`src/rtl/cpu_pkg.sv`:
```
// Shared constants and write-back selector encodings for the single-cycle MIPS core.
package cpu_pkg;

  localparam int          DW       = 32;
  localparam int          AW       = 5;
  localparam logic [4:0]  REG_ZERO = 5'd0;
  localparam logic [4:0]  REG_RA   = 5'd31;
  localparam logic [31:0] RESET_PC = 32'h0000_3000;

  typedef enum logic [1:0] {
    REGDST_RT = 2'b00,
    REGDST_RD = 2'b01,
    REGDST_RA = 2'b10
  } regDst_e;

  typedef enum logic [1:0] {
    MEMTOREG_ALU = 2'b00,
    MEMTOREG_MEM = 2'b01,
    MEMTOREG_PC4 = 2'b10
  } memToReg_e;

endpackage

```
`src/rtl/grf_trace.sv`:
```
// Commit-trace registers for the register file: one pulse per committed write,
// plus the PC/address/data of the last commit and a running commit count.
module grf_trace #(
  parameter int          DW       = cpu_pkg::DW,
  parameter int          AW       = cpu_pkg::AW,
  parameter logic [31:0] RESET_PC = cpu_pkg::RESET_PC
) (
  input  logic          clk,
  input  logic          reset,
  input  logic          i_commit,
  input  logic [31:0]   i_pc,
  input  logic [AW-1:0] i_addr,
  input  logic [DW-1:0] i_data,
  output logic          o_valid,
  output logic [31:0]   o_pc,
  output logic [AW-1:0] o_addr,
  output logic [DW-1:0] o_data,
  output logic [31:0]   o_count
);

  logic          r_valid;
  logic [31:0]   r_pc;
  logic [AW-1:0] r_addr;
  logic [DW-1:0] r_data;
  logic [31:0]   r_count;

  // Payload and count hold between commits; the count wraps naturally.
  always_ff @(posedge clk) begin
    if (!reset) begin
      r_valid <= 1'b0;
      r_pc    <= RESET_PC;
      r_addr  <= '0;
      r_data  <= '0;
      r_count <= '0;
    end else begin
      r_valid <= i_commit;
      if (i_commit) begin
        r_pc    <= i_pc;
        r_addr  <= i_addr;
        r_data  <= i_data;
        r_count <= r_count + 32'd1;
      end
    end
  end

  assign o_valid = r_valid;
  assign o_pc    = r_pc;
  assign o_addr  = r_addr;
  assign o_data  = r_data;
  assign o_count = r_count;

endmodule

```
`src/rtl/grf.sv`:
```
// 32 x 32-bit MIPS general register file with $0 hardwired to zero and a commit trace.
// Define GRF_BYPASS_EN to forward same-cycle write data onto the read ports.
module grf #(
  parameter int          DW       = cpu_pkg::DW,
  parameter int          AW       = cpu_pkg::AW,
  parameter logic [31:0] RESET_PC = cpu_pkg::RESET_PC
) (
  input  logic          clk,
  input  logic          reset,
  input  logic          WE,
  input  logic [AW-1:0] A1,
  input  logic [AW-1:0] A2,
  input  logic [AW-1:0] A3,
  input  logic [DW-1:0] WD,
  input  logic [31:0]   PC,
  output logic [DW-1:0] RD1,
  output logic [DW-1:0] RD2,
  output logic          tr_valid,
  output logic [31:0]   tr_pc,
  output logic [AW-1:0] tr_addr,
  output logic [DW-1:0] tr_data,
  output logic [31:0]   tr_count
);

  import cpu_pkg::*;

  localparam logic [AW-1:0] ZERO_ADDR = AW'(REG_ZERO);

  logic [DW-1:0] r_regs [2**AW];
  logic          w_commit;
  logic [DW-1:0] w_rd1Array;
  logic [DW-1:0] w_rd2Array;

  assign w_commit = WE && (A3 != ZERO_ADDR);

  // Reset clears every entry so reads are never X; $0 is simply never written.
  always_ff @(posedge clk) begin
    if (!reset) begin
      for (int i = 0; i < 2**AW; i++) begin
        r_regs[i] <= '0;
      end
    end else if (w_commit) begin
      r_regs[A3] <= WD;
    end
  end

  assign w_rd1Array = (A1 == ZERO_ADDR) ? '0 : r_regs[A1];
  assign w_rd2Array = (A2 == ZERO_ADDR) ? '0 : r_regs[A2];

`ifdef GRF_BYPASS_EN
  assign RD1 = (w_commit && (A1 == A3)) ? WD : w_rd1Array;
  assign RD2 = (w_commit && (A2 == A3)) ? WD : w_rd2Array;
`else
  assign RD1 = w_rd1Array;
  assign RD2 = w_rd2Array;
`endif

  grf_trace #(
    .DW       (DW),
    .AW       (AW),
    .RESET_PC (RESET_PC)
  ) u_trace (
    .clk      (clk),
    .reset    (reset),
    .i_commit (w_commit),
    .i_pc     (PC),
    .i_addr   (A3),
    .i_data   (WD),
    .o_valid  (tr_valid),
    .o_pc     (tr_pc),
    .o_addr   (tr_addr),
    .o_data   (tr_data),
    .o_count  (tr_count)
  );

endmodule

```
`config.mk`:
```
export PLATFORM = sky130hd
export DESIGN_NAME = grf
export DESIGN_NICKNAME = d
export VERILOG_FILES = /design/src/rtl/cpu_pkg.sv /design/src/rtl/grf_trace.sv /design/src/rtl/grf.sv
export SDC_FILE = /design/constraint.sdc
export NUM_CORES = 2
export LEC_CHECK = 0
export ABC_AREA = 1
export BUFFER_PORTS_ARGS = -buffer_cell sky130_fd_sc_hd__buf_2
export CORE_MARGIN = 2
export CORE_UTILIZATION = 30
export CTS_CLUSTER_SIZE = 10
export DETAILED_ROUTE_END_ITERATION = 10
export PLACE_DENSITY_LB_ADDON = 0.12
export RECOVER_POWER = 50
export SLEW_MARGIN = 20
export SYNTH_ARGS = -nofsm -noshare
export SYNTH_HDL_FRONTEND = slang
export SYNTH_HIERARCHICAL = 1
export SYNTH_SLANG_ARGS = --single-unit
```
`constraint.sdc`:
```
create_clock -name clk -period 2.7 [get_ports clk]
set_input_delay 0.405 -clock clk [delete_from_list [all_inputs] [get_ports clk]]
set_output_delay 0.405 -clock clk [all_outputs]
set_load 0.005 [all_outputs]
```
### Word-level counts from Yosys, hierarchy flattened

Memories as Yosys holds them, arrays and structs flattened.
Cells that the tools add are included.

| operators by class | value |
|---|---|
| add/subtract/negate cells | 1 |
| reductions and logical operators | 5 |
| multiplexer cells | 9 |

Operator list:

| operator | number |
|---|---|
| $mux 32 | 3 |
| $add 32x1->32 const B | 1 |
| $reduce_or 32->1 | 1 |
| $logic_not 5->1 | 2 |
| $mux 1 | 5 |
| $mux 5 | 1 |
| $reduce_bool 5->1 | 1 |
| $logic_and 1x1->1 | 1 |

| word-level totals | value |
|---|---|
| logic and storage cells | 21 |
| bits in registers | 102 |
| memories kept | 1 |
| output and inout port bits | 166 |
| RAM bits | 1,024 |
| input bits | 82 |

Memory list:

| memory | depth | bits a word | read ports | clocked after Yosys merged registers in | write ports | line | source |
|---|---|---|---|---|---|---|---|
| r_regs | 32 | 32 | 2 | 0 | 32 | grf.sv:29 | `logic [DW-1:0] r_regs [2**AW];` |

### Depth between registers and ports, before layout

| logic depth | value |
|---|---|
| depth after elaboration | 7 |
| mapped depth | 13 |

### Modules after synthesis

The synthesis kept the hierarchy.

Modules (own cells, without submodules):

| module | times used | seq. area each (µm²) | cells each | area each (µm²) |
|---|---|---|---|---|
| grf | 1 | 30,749.5 | 7,251 | 56,736.9 |
| grf_trace | 1 | 2,042.0 | 572 | 4,127.7 |

### Worst setup path before layout

Ideal clock, no wire load.

| path | value |
|---|---|
| path type | input -> register |
| from | input port reset |
| to | memory r_regs[12][0] (enable) |
| required time | 2.311 ns |
| stages on the path | 7 |
| arrival time | 2.341 ns |
| setup time | 0.389 ns |
| setup slack | -0.030 ns |
| path through | inv_1 > nor2_4 > nand3_1 > inv_2 > nand2_4 > buf_6 > nand2_1 |

RTL lines:

| what | line | source |
|---|---|---|
| from (decl) | grf.sv:9 | `input logic reset,` |
| to (decl) | grf.sv:29 |  |

### Final worst setup path

| path | value |
|---|---|
| from | input port A2[0] |
| to | output port RD2[19] |

| on the way | value |
|---|---|
| cells in the longest elaborated chain, start to end | 2 |

RTL lines:

| what | line | source |
|---|---|---|
| from (decl) | grf.sv:12 | `input logic [AW-1:0] A2,` |
| $mem_v2 32x32 / $logic_not 5->1 (equally long branches) | n/a |  |
| $mux 32 (*) | grf.sv:48 | `assign w_rd2Array = (A2 == ZERO_ADDR) ? '0 : r_regs[A2];` |
| to (decl) | grf.sv:17 | `output logic [DW-1:0] RD2,` |

Every way passes the cells marked *; elsewhere a longest branch is shown, timed or not.

==> results.md <==
* CTS tree: yes
* Post-synth top area cell: edfxtp_1
* Rows at 165
* Synthesis Warnings at 6
* H-tree Lvls at 4
* Clk sinks at about 1100
* Port bufs at about 250
* DRC violations left at 0
* Max Clock Skew at approximately 11 ps
* Total Routing Usage GR at 0.270
* Area taken by multi-input logic gates at between 20000 and 30000 um^2
* FF+latch area at roughly 33000 um^2
* Synth cell types at 34
* Launch point of the worst path: A2[0]
* Sequential cell area fraction in the yosys report at 0.539
* Static Leak at 30.2 nW
* Post-Route WL at ~280 mm
* TritonRoute pass-1 iters at 8
* Reg-to-Reg Start: u_trace/o_count[0]$_SDFFE_PN0P_
* Unrepaired setup endpoints after global routing: true
* Commonest non-fill, non-tap cell in the layout: nand2_1
* WS Path Type: in2out
* Die Ht at between 400 and 500 um
* Syn Area/Cell at 7.78 um^2
* CP Capture Type: output pin
* CP Data Required Time at 2300 ps
* Total CTS buffers at 146
* DP HPWL at ~170 mm
* Peak Freq at 372 MHz
* Failing checks: max-capacitance violations, max-slew violations
* Die boundary width at ~450 um
* CP max FO at 18
* Fin cells at 10900
* Top cells by area, synth: edfxtp_1 51%, nand2_1 13%, nor2_1 12%
* Placed cells at approximately 11000
* Antenna violations before repair at 9
* Placed standard-cell area at around 68000 um^2
* Number of global-route vias before repair at around 56000
* Final GP Congestion at approximately 0.86
* Power density cells at 622 nW/um^2
* Synthesized area at roughly 61000 um^2
* Die ar. at between 200000 and 250000 um^2
* Startpoint types: input pin
* # nets final at 8222
* Mapped Cells at 7823
* Design Area, Final at around 74000 um^2
* Layout cells sized above 1 at 0.126
* Largest net degree at the start of global routing at around 120
* Initial drt markers at around 7000
* HP Class: in2reg
* Commonest cells after routing, fill and taps aside: 2076 x nand2_1, 1903 x nor2_1, 1024 x edfxtp_1
* Measured slew at the worst slew-check pin at about 1700 ps
* Worst skew pair latency at 810 ps
* Worst vdd ir at ~0.00046 V
* Vias at 58100
* Slew Viols, Final at 33
* Most used cell, CP: buf_4
* Hold Startpoint: reset
* Initial Util at 0.301
* DR WL/cell at around 26 um
* Final cycle utilization of the critical path at 0.995
* CTS clk-pin slew, worst paths at around 60 ps
* Routed Antenna Nets at 0
* First-pass GRT wire length at slightly above 400 mm
* Vias/cell at roughly 5.3
* Slowest cell delay on critical path at between 400 and 500 ps
* Core ar. at around 200000 um^2
* Endpoints failing setup at 0
* Crit path max-delay family: buffers and inverters
* FF+latch count, synth at 1126
* Area grow syn2layout at 20.9%
* Critical Path AT at around 2300 ps
* Share of the synthesized area in the top cell type at 0.505
* Status: finished, violations left
* GRT overflow at 0
* Max-slew headroom at -0.159
* Clock Tree Root: clkbuf_16
* Longest Clk Path Bufs at 3
* Io pins at 248
* Buf/Inv on CP at 5
* Fillers at about 21000
* Slowest-stage cell, CP: buf_4
* Critical-path cell list: buf_8, inv_8, buf_4, nand4_1, buf_4, nand2_1, nor2_4, buf_2
* Final worst path period need at approximately 2700 ps
* Final hold vios at 0
* Max-cap violations at 1
## path summary, 6_finish.rpt
check	cells past startpoint	end	slack (ps)
worst max-delay path	8	RD2[19]	10
worst min-delay path	4	u_trace/o_data[29]$_SDFFE_PN0P_	240
worst max register to register	7	u_trace/o_count[8]$_SDFFE_PN0P_	1050
worst min register to register	2	u_trace/o_pc[12]$_SDFFE_PN1P_	470
## routing by layer
metal / global-route usage / vias to the layer above / wire length (um)
met5: 0 / - / 0
met4: 0.105 / 0 / 11500
met3: 0.0470 / 552 / 24000
met2: 0.428 / 2930 / 128000
met1: 0.364 / 28400 / 121000
li1: - / 26200 / -
## stage by stage
stage | utilization | TNS [ps] | setup WS (ps) | hold WS (ps) | total power, mW
floorplan | - | 0 | 10.8 | 453 | 24.0
global placement | 0.338 | -635 | -280 | 441 | 27.2
detailed placement | 0.338 | -489 | -252 | 442 | 27.3
CTS | 0.365 | -70.6 | -29.2 | 185 | 45.9
global route | 0.364 | -824 | -52.6 | 278 | 47.4
finish | 0.364 | 0 | 14.7 | 240 | 45.8
## power breakdown
part | leakage [nW] | internal [mW] | switching [mW] | total [mW]
combinational | 17.5 | 2.10 | 4.66 | 6.76
sequential | 10.6 | 20.0 | 0.504 | 20.5
clock | 2.13 | 10.5 | 7.98 | 18.5
## cells in the mapped netlist
cell	number
inv_1	171
clkbuf_8	1
inv_2	10
nor2_4	4
o211ai_1	23
buf_6	24
nand2_1	2133
ha_1	1
or2_1	1
o21ai_1	11
clkinv_1	3
buf_1	62
nand3_2	2
inv_4	1
nand2_2	3
dfxtp_1	102
buf_4	3
nor3_1	5
nand3_1	1002
nand4_1	10
edfxtp_1	1024
xor2_1	2
xnor2_1	2
buf_2	247
a21oi_1	138
o21ai_0	508
nor2_1	1982
nand2_4	7
clkbuf_1	316
nor3b_1	2
nor2_2	13
nor3_2	8
conb_1	1
o21ai_2	1
## kinds of logic (layout without fill, tap and decap cells)
group | count (synthesis) | in the layout | synth area share
AND/OR/NAND/NOR | 5172 | 5172 | 0.343
flip-flops | 1126 | 1126 | 0.539
buffers and inverters | 838 | 1227 | 0.0601
AO/OA/AOI/OAI | 681 | 681 | 0.0570
XOR/XNOR | 4 | 4 | 0.000576
adder cells (fa/ha/maj) | 1 | 1 | 0.000206
other | 1 | 35 | 0.0000616
## final cells by class
class                           instances  area share
Multi-Input combinational cell       5890       0.344
Sequential cell                      1126       0.446
Tap cell                             2672      0.0454
Inverter                              185      0.0101
Antenna cell                            3    0.000102
Clock inverter                         50     0.00437
Clock buffer                          202      0.0551
Timing Repair Buffer                  790      0.0957
## tightest hold or removal path, delay by kind of cell
kind | cells | cell delay, ps
and+or+nand+nor | 1 | 40
buffers and inverters | 2 | 400
AOI/OAI and AO/OA | 1 | 150
## state kept, by name (all words and copies together) (netlist names)
signal	flops
r_regs	1024
u_trace/o_count	32
u_trace/o_data	32
u_trace/o_pc	32
u_trace/o_addr	5
u_trace/o_valid	1
## what timing repair did
action | CTS | global route
resized for setup | 108 | 151
hold buffers | 69 | 0
pin swaps | 27 | 67
endpoints found under the setup margin | 44 | 60
gates cloned | 0 | 4
setup buffers | 0 | 6
endpoints found under the hold margin | 69 | 0
(Power assumes the default switching activity.)
